$ cat config.mk
export PLATFORM = sky130hd
export DESIGN_NAME = sync_fifo_prog
export DESIGN_NICKNAME = d
export VERILOG_FILES = /design/src/rtl/fifo_pkg.sv /design/src/rtl/fifo_mem.sv /design/src/rtl/sync_fifo_prog.sv
export SDC_FILE = /design/constraint.sdc
export NUM_CORES = 1
export LEC_CHECK = 0
export ABC_AREA = 1
export CORE_MARGIN = 2
export CORE_UTILIZATION = 40
export DETAILED_ROUTE_END_ITERATION = 7
export PLACE_DENSITY = 0.58
export SYNTH_ARGS = -nofsm -noshare
export SYNTH_HDL_FRONTEND = slang
export SYNTH_SLANG_ARGS = --single-unit
$ cat constraint.sdc
create_clock -name clk -period 3.6 [get_ports clk]
set_input_delay 0.72 -clock clk [delete_from_list [all_inputs] [get_ports clk]]
set_output_delay 0.72 -clock clk [all_outputs]
set_load 0.01 [all_outputs]
$ cat src/rtl/fifo_pkg.sv
// Shared FIFO definitions: read-mode codes and width helpers.
// Used by the sync FIFO and the async FIFO family.
package fifo_pkg;

  localparam int FIFO_MODE_STD  = 0;
  localparam int FIFO_MODE_FWFT = 1;

  function automatic int clog2(input int n);
    int r;
    r = 0;
    for (int i = 0; i < 31; i++) begin
      if ((1 << i) < n) r = i + 1;
    end
    return r;
  endfunction

  // Occupancy must hold 0..DEPTH, so one bit wider than a pointer.
  function automatic int occ_width(input int aw);
    return aw + 1;
  endfunction

endpackage

$ cat src/rtl/fifo_mem.sv
// FIFO storage: DATA_WIDTH x 2^ADDR_WIDTH, sync write, async read.
// Ports: clk, wr_en/wr_addr/wr_data write port, rd_addr -> rd_data.
module fifo_mem #(
  parameter int DATA_WIDTH = 8,
  parameter int ADDR_WIDTH = 4
) (
  input  logic                  clk,
  input  logic                  wr_en,
  input  logic [ADDR_WIDTH-1:0] wr_addr,
  input  logic [DATA_WIDTH-1:0] wr_data,
  input  logic [ADDR_WIDTH-1:0] rd_addr,
  output logic [DATA_WIDTH-1:0] rd_data
);

  localparam int DEPTH = 1 << ADDR_WIDTH;

  logic [DATA_WIDTH-1:0] mem_q [DEPTH];

  always_ff @(posedge clk) begin
    if (wr_en) mem_q[wr_addr] <= wr_data;
  end

  assign rd_data = mem_q[rd_addr];

endmodule

$ cat src/rtl/sync_fifo_prog.sv
// Single-clock FIFO, std or FWFT read, programmable AF/AE, stats.
// Ports: clk/rst_n/flush, wr/rd handshake, flags, count, max_count.
module sync_fifo_prog
  import fifo_pkg::*;
#(
  parameter int DATA_WIDTH = 8,
  parameter int ADDR_WIDTH = 4,
  parameter int FWFT       = 0
) (
  input  logic                  clk,
  input  logic                  rst_n,
  input  logic                  flush,
  input  logic                  wr_en,
  input  logic [DATA_WIDTH-1:0] wr_data,
  input  logic                  rd_en,
  output logic [DATA_WIDTH-1:0] rd_data,
  output logic                  full,
  output logic                  empty,
  input  logic [ADDR_WIDTH:0]   af_thresh,
  input  logic [ADDR_WIDTH:0]   ae_thresh,
  output logic                  almost_full,
  output logic                  almost_empty,
  output logic [ADDR_WIDTH:0]   count,
  output logic [ADDR_WIDTH:0]   max_count,
  output logic                  overflow,
  output logic                  underflow,
  input  logic                  clr_stat
);

  localparam int DEPTH = 1 << ADDR_WIDTH;
  localparam int CW    = occ_width(ADDR_WIDTH);

  localparam logic [CW-1:0]         FULL_CNT = CW'(DEPTH);
  localparam logic [CW-1:0]         CNT_ONE  = CW'(1);
  localparam logic [ADDR_WIDTH-1:0] PTR_ONE  = ADDR_WIDTH'(1);

  logic [ADDR_WIDTH-1:0] wr_ptr_q, wr_ptr_d;
  logic [ADDR_WIDTH-1:0] rd_ptr_q, rd_ptr_d;
  logic [CW-1:0]         count_q, count_d;
  logic [CW-1:0]         max_q, max_d;
  logic                  ovf_q, ovf_d;
  logic                  udf_q, udf_d;
  logic                  wr_acc, rd_acc;
  logic [DATA_WIDTH-1:0] mem_rd;

  assign full         = (count_q == FULL_CNT);
  assign empty        = (count_q == '0);
  assign almost_full  = (count_q >= af_thresh);
  assign almost_empty = (count_q <= ae_thresh);
  assign count        = count_q;
  assign max_count    = max_q;
  assign overflow     = ovf_q;
  assign underflow    = udf_q;

  assign wr_acc = wr_en & ~full & ~flush;
  assign rd_acc = rd_en & ~empty & ~flush;

  always_comb begin
    wr_ptr_d = wr_ptr_q;
    rd_ptr_d = rd_ptr_q;
    count_d  = count_q;
    if (wr_acc) wr_ptr_d = wr_ptr_q + PTR_ONE;
    if (rd_acc) rd_ptr_d = rd_ptr_q + PTR_ONE;
    unique case ({wr_acc, rd_acc})
      2'b10:   count_d = count_q + CNT_ONE;
      2'b01:   count_d = count_q - CNT_ONE;
      default: count_d = count_q;
    endcase
    if (flush) begin
      wr_ptr_d = '0;
      rd_ptr_d = '0;
      count_d  = '0;
    end
  end

  // Set wins over clear so an event in the clear cycle is not lost.
  always_comb begin
    ovf_d = ovf_q;
    udf_d = udf_q;
    if (clr_stat) begin
      ovf_d = 1'b0;
      udf_d = 1'b0;
    end
    if (wr_en & full & ~flush)  ovf_d = 1'b1;
    if (rd_en & empty & ~flush) udf_d = 1'b1;
  end

  always_comb begin
    max_d = max_q;
    if (clr_stat)              max_d = count_d;
    else if (count_d > max_q)  max_d = count_d;
  end

  always_ff @(posedge clk) begin
    if (!rst_n) begin
      wr_ptr_q <= '0;
      rd_ptr_q <= '0;
      count_q  <= '0;
      max_q    <= '0;
      ovf_q    <= 1'b0;
      udf_q    <= 1'b0;
    end else begin
      wr_ptr_q <= wr_ptr_d;
      rd_ptr_q <= rd_ptr_d;
      count_q  <= count_d;
      max_q    <= max_d;
      ovf_q    <= ovf_d;
      udf_q    <= udf_d;
    end
  end

  fifo_mem #(
    .DATA_WIDTH (DATA_WIDTH),
    .ADDR_WIDTH (ADDR_WIDTH)
  ) u_mem (
    .clk     (clk),
    .wr_en   (wr_acc),
    .wr_addr (wr_ptr_q),
    .wr_data (wr_data),
    .rd_addr (rd_ptr_q),
    .rd_data (mem_rd)
  );

  generate
    if (FWFT == FIFO_MODE_STD) begin : g_std
      logic [DATA_WIDTH-1:0] rd_data_q, rd_data_d;

      always_comb begin
        rd_data_d = rd_data_q;
        if (rd_acc) rd_data_d = mem_rd;
      end

      always_ff @(posedge clk) begin
        if (!rst_n) rd_data_q <= '0;
        else        rd_data_q <= rd_data_d;
      end

      assign rd_data = rd_data_q;
    end else begin : g_fwft
      // Head word shows through; forced to 0 so stale RAM never leaks.
      assign rd_data = empty ? '0 : mem_rd;
    end
  endgenerate

endmodule

* Word level (Yosys, flattened, before mapping)
Memory sizes are Yosys's and may differ from the RTL's. A register that Yosys moved wholly into a read port is not among the register bits.
Index checks and enable logic that the tools add are counted.
** Word-level totals
- Register bits :: 20
- RAM bits :: 128
- Bits of input ports :: 24
- Output and inout port bits :: 24
- Word-level logic and storage cells :: 44
- Memories :: 1
** Memory list
- u_mem.mem_q :: depth 16, bits a word 8, read ports 1, clocked after memory_dff 1, wr ports 1, line fifo_mem.sv:17 : logic [DATA_WIDTH-1:0] mem_q [DEPTH];
** Cells by class
- $add $sub $neg :: 4
- Order comparisons :: 3
- Equal/unequal tests :: 3
- Muxes and demuxes :: 9
- Bitwise logic cells :: 12
- Reduce and logical (&&, ||, !) cells :: 6
** Operator list (number)
- $mux 5 :: 3
- $pmux 5 s2 :: 1
- $add 4x1->4 const B :: 2
- $and 1x1->1 :: 8
- $reduce_bool 2->1 :: 3
- $add 5x1->5 const B :: 1
- $eq 5x5->1 const B :: 1
- $ge 5x5->1 :: 1
- $gt 5x5->1 :: 1
- $le 5x5->1 :: 1
- $logic_not 5->1 :: 1
- $mux 1 :: 5
- $sub 5x1->5 const B :: 1
- $not 1->1 :: 4
- $eq 2x1->1 const B :: 1
- $eq 2x2->1 const B :: 1
- $reduce_or 2->1 :: 1
- $logic_not 1->1 :: 1

* Longest topological paths before layout
- Depth in word-level cells :: 10
- Mapped depth :: 24
- Gate-level depth less buffers :: 24

* Hierarchy
Synthesis repeated with hierarchy kept, for this count alone.
** Unflattened totals
- Cells, all modules :: 791
- Area, all modules :: 7470.9 um^2
** By module, submodules not included
- fifo_mem :: instances 1, cells each 543, area each 5606.6 um^2, sequential area each 3843.7 um^2
- sync_fifo_prog :: instances 1, cells each 248, area each 1864.3 um^2, sequential area each 560.5 um^2

* Least setup slack after synthesis
Ideal clock, no wire load.
- Kind :: input to register
- Start point :: input flush
- End point :: register max_q[3], in the netlist max_count[3]
- Setup time :: 0.123 ns
- Arrival :: 3.224 ns
- Data required time :: 3.477 ns
- Setup slack :: 0.252 ns
- Stages :: 18
- Path buffers :: 2
- Cells stage by stage :: buf_2 > nor2_4 > nand2_4 > inv_4 > clkbuf_1 > ha_1 > inv_1 > nor2_1 > nor3_1 > ha_1 > inv_1 > o21bai_1 > a21oi_1 > nor2_1 > o22ai_1 > nand2_1 > o21ai_0 > a21oi_2
** On the way
- Longest elaborated chain between the ends :: 7
- Elaborated cells on any way between the ends :: 11
- Classes of those cells :: 1 x order compare; 2 x eq/ne; 4 x mux; 3 x bitwise; 1 x reduce/logical
** RTL lines
- start: declaration :: line sync_fifo_prog.sv:12 : input logic flush,
- $not 1->1 :: line sync_fifo_prog.sv:55, sync_fifo_prog.sv:56
- $and 1x1->1 (on tied branches) :: line sync_fifo_prog.sv:56, sync_fifo_prog.sv:55
- $eq 2x1->1 or $eq 2x2->1 (tied branches) :: line sync_fifo_prog.sv:64 : unique case ({wr_acc, rd_acc})
- $pmux 5 s2 :: line sync_fifo_prog.sv:64
- $mux 5 * :: line sync_fifo_prog.sv:69 : if (flush) begin
- via count_d[1] :: line sync_fifo_prog.sv:39 : logic [CW-1:0] count_q, count_d;
- $gt 5x5->1 * :: line sync_fifo_prog.sv:91 : else if (count_d > max_q) max_d = count_d;
- $reduce_bool 2->1 (no source line) *
- end signal: assignment :: line sync_fifo_prog.sv:106 : max_q <= max_d;
- end: declaration :: line sync_fifo_prog.sv:40 : logic [CW-1:0] max_q, max_d;
Mark *: on every way through the listed nets, which the timed path passes. The rest lies on a longest branch. The select of a mux whose other input is x is not followed.
A chain may end at the register's enable or synchronous reset.

* Final worst setup path
- Start point :: input flush
- End point :: register max_q[2], in the netlist max_count[2]
The elaborated chain is that of the path after synthesis.

==> run summary <==
Met1 GRT Util: 23.8%
Weighted congestion reported at the end of routability-driven placement: 0.860
Maximum vdd ir drop: 0.287 mV
DRC violation count after routing: 0
Category of the most critical setup path: in2reg
Setup slack, reg-to-reg: 0.48 ns
Total of hold buffers inserted after clock tree synthesis: 0
Clock tree from TritonCTS: yes
Buffers from clock root to sink, at most: 2
Time the final worst path needs with I/O delays and setup: 3.33 ns
TritonRoute pass-1 iters: 5
Vert. Die Dim: 134 um
CTS HTree Levels: 4
Kind of cell adding the most delay to the critical path: buffers and inverters
Layer carrying the most global-route usage: met2
Most frequent cell on the critical path: nand2_2
Post-synthesis cell type with the largest combined area: edfxtp_1
# port buffers: 47
Period utilization: 92.4%
Global router's overall resource usage: 18.9%
Highest achievable clock rate: 0.301 GHz
HP Class: reg2reg
# diodes: 0
Tightest hold margin: 0.474 ns
Total power per unit cell area: 506 mW/mm^2
Later-pin clock latency in the skew report: 0.42 ns
Startpoint of the worst register-to-register path: count[3]
Hold Crit Depth: 2
Layout cell share with drive strength beyond 1: 13.4%
Worst Setup End Kind: register
Count of unique library cells instantiated by Yosys: 35
Transition time at the pin with the least slew margin: 0.685 ns
Row Count: 47
Initial core utilization: 40.9%
Met3 usage: 3.82%
Total number of nets in the final design: 718
Full die area: 0.0180 sq mm
Worst Setup Start Kind: input port
Post-synthesis sequential area ratio: 65.0%
Worst endpoint data arrival time: 3.68 ns
Slowest CP cell: clkdlybuf4s50_1
Final setup skew: 0.00896 ns
Capture point of the worst reg-to-reg path: max_count[2]
Iter 0 DRT Violations: 377
Core region area: 0.0166 sq mm
Post-synthesis net count: 643
Wire length of the first global-routing pass: 25.4 mm
Cells after DPL: 873
Number of synthesis warnings: 0
Standard cell area after detailed placement: 0.00768 sq mm
Per-instance average area after synthesis: 11.3 sq um
Total detailed-routing wirelength: 16.4 mm
Antenna violations before repair: 0
Final cell count without fillers: 905
Worst path max stage delay: 0.59 ns
CTS root buffer: clkbuf_16
Via-per-instance ratio: 5.33
Post-detail-place hpwl: 10.6 mm
Max Cap Viol: 0
Cell-by-cell trace of the critical path: clkdlybuf4s50_1 > nor2_4 > nand2_4 > inv_4 > nor2_4 > nand2_1 > nand2_2 > inv_2 > ha_1 > a21oi_2 > inv_1 > nand3_1 > o21ai_1 > nand2_1 > nand3_1 > nand2_2 > inv_1 > ha_1 > a21o_1 > o22ai_1 > nand2_2 > buf_4 > a21oi_1
Leakage power: 3.02 nW
Outcome: finished, final reports clean
Number of sinks driven by the clock tree: 156
Clock-pin slew reported for the worst setup and hold paths after clock tree synthesis: 0.06 ns
Post-synthesis register bit count: 156
Number of primary I/O pins: 48
TritonCTS Buffers: 17
Setup total negative slack: 0 ns
Setup Viol. Count Final: 0
Total gr overflow: 0
Netlist area before placement: 0.00678 sq mm
Final Cell Area: 0.00827 sq mm
Synth area leaders: edfxtp_1 57%, dfxtp_1 8.3%, nor2_1 5.5%
Die Width: 134 um
Met2 demand-to-capacity share in global routing: 31.3%
Buffers & Inverters on Critical Path: 6
Number of global-route vias before repair: 4,721
RSZ-0062 raised after global routing: false
Area share of the leading cell type in the synthesized netlist: 56.7%
Layout area overhead: 22.1%
Required time at the worst-slack endpoint: 3.95 ns
Routed wire length per instance: 18.1 um
Worst Hold Launch: overflow
ANT nets after route: 0
Share of the core filled with cells: 49.9%
Cell depth of the worst flop-to-flop path: 23
Cells after Synth: 597
Number of slew-limit violations in the final report: 0
Largest net degree at the start of global routing: 69
Maximum fanout count along the critical path: 8
Via count: 4,827
Number of hold violations in the final report: 0
Max transition margin: 54.3%
Worst hold path endpoint: overflow
layer usage:
| metal | vias to the layer above | part of all wire [%] |
|---|---|---|
| li1 | 2299 | - |
| met1 | 2338 | 43 |
| met2 | 155 | 49 |
| met3 | 35 | 5.0 |
| met4 | 0 | 3.1 |
| met5 | - | 0 |
sequential cells by signal, indices dropped and copies added (netlist names):
| name | flops |
|---|---|
| u_mem.mem_q | 128 |
| rd_data | 8 |
| count | 5 |
| max_count | 5 |
| rd_ptr_q | 4 |
| wr_ptr_q | 4 |
| overflow | 1 |
| underflow | 1 |
cells in the final DEF, fill, tap and decap left out, types with 2 or more instances in the layout:
cell type          n
nand3_1           24
bufinv_16          3
a211oi_1           4
nor2_4             4
clkdlybuf4s50_1   47
nand3_2            3
o211ai_1          18
edfxtp_1         128
clkinvlp_4         2
o21ai_0           65
dfxtp_1           27
a21oi_1           15
clkbuf_16         17
nand2_1           34
buf_4             36
nand2_4            4
ha_1              22
o22ai_1           12
a21o_1             2
o21ai_1            7
clkinv_2           5
nor2_1            99
o221ai_1          22
a21oi_2            3
o21bai_1           4
inv_2              3
nand2_2            6
clkinv_1           6
inv_1             50
inv_4              2
through the flow:
step           worst slack, ns  total power [W]
2_1_floorplan            0.252          0.00227
3_3_place_gp           -0.0578          0.00246
3_5_place_dp            -0.208          0.00248
4_1_cts                  0.228          0.00422
5_1_grt                0.00600          0.00435
6_report                 0.274          0.00419
cell type report:
class	instances	area [sq um]
clock buffers	17	425
multi-input cells	356	2050
well taps	220	275
repair buffers	83	741
inverters	58	223
fillers	1482	8310
flip-flops and latches	156	4410
clock inverters	15	155
synth_stat cells:
cell	n
edfxtp_1	128
nor2_1	99
o21ai_0	67
inv_1	50
nand2_1	35
dfxtp_1	28
nand3_1	24
ha_1	22
o221ai_1	22
clkbuf_1	21
o211ai_1	18
a21oi_1	16
o22ai_1	12
buf_2	5
nand2_2	5
o21ai_1	5
a211oi_1	4
nand2_4	4
nor2_4	4
o21bai_1	4
clkinv_1	3
inv_2	3
nand3_2	3
a21o_1	2
a21oi_2	2
inv_4	2
buf_1	1
nand3b_1	1
nand4_1	1
nor2_2	1
nor3_1	1
nor3b_1	1
nor4_1	1
o31ai_1	1
xor2_1	1
kinds of logic after synthesis:
logic type,share of synthesized area (%)
AND/OR/NAND/NOR,12.0
adder cells (fa/ha/maj),4.06
XOR/XNOR,0.129
AO/OA/AOI/OAI,13.9
flip-flops,65.0
buffers and inverters,4.88
power breakdown:
part	leakage [nW]	internal [W]	total [W]	switching, W
clock network	0.281	0.00107	0.00174	0.000670
registers	1.38	0.00199	0.00201	0.0000292
logic	1.36	0.000187	0.000427	0.000240
total	3.02	0.00325	0.00419	0.000939
how the worst max path moves through the flow:
stage | startpoint | to | slack (ns) | cells after the start
6_report | flush | max_count[2] | 0.27 | 23
5_1_grt | flush | max_count[2] | 0.006 | 22
4_1_cts | flush | max_count[4] | 0.23 | 23
3_5_place_dp | flush | max_count[4] | -0.21 | 23
3_3_place_gp | flush | max_count[4] | -0.06 | 22
2_1_floorplan | flush | max_count[3] | 0.25 | 18
what timing repair did:
action                     CTS  global route
gates resized for setup      0             4
setup endpoints to repair    0             5
buffers inserted             0             0
worst reg2reg max path: cells and delay by family, from the launching register on:
kind,cells,cell delay (ns)
buf+inv,5,0.37
compound gates,5,0.67
fa+ha+maj,2,0.47
simple gates,11,1.12
flops,1,0.43
No activity file was read; power rests on OpenSTA's default activity.
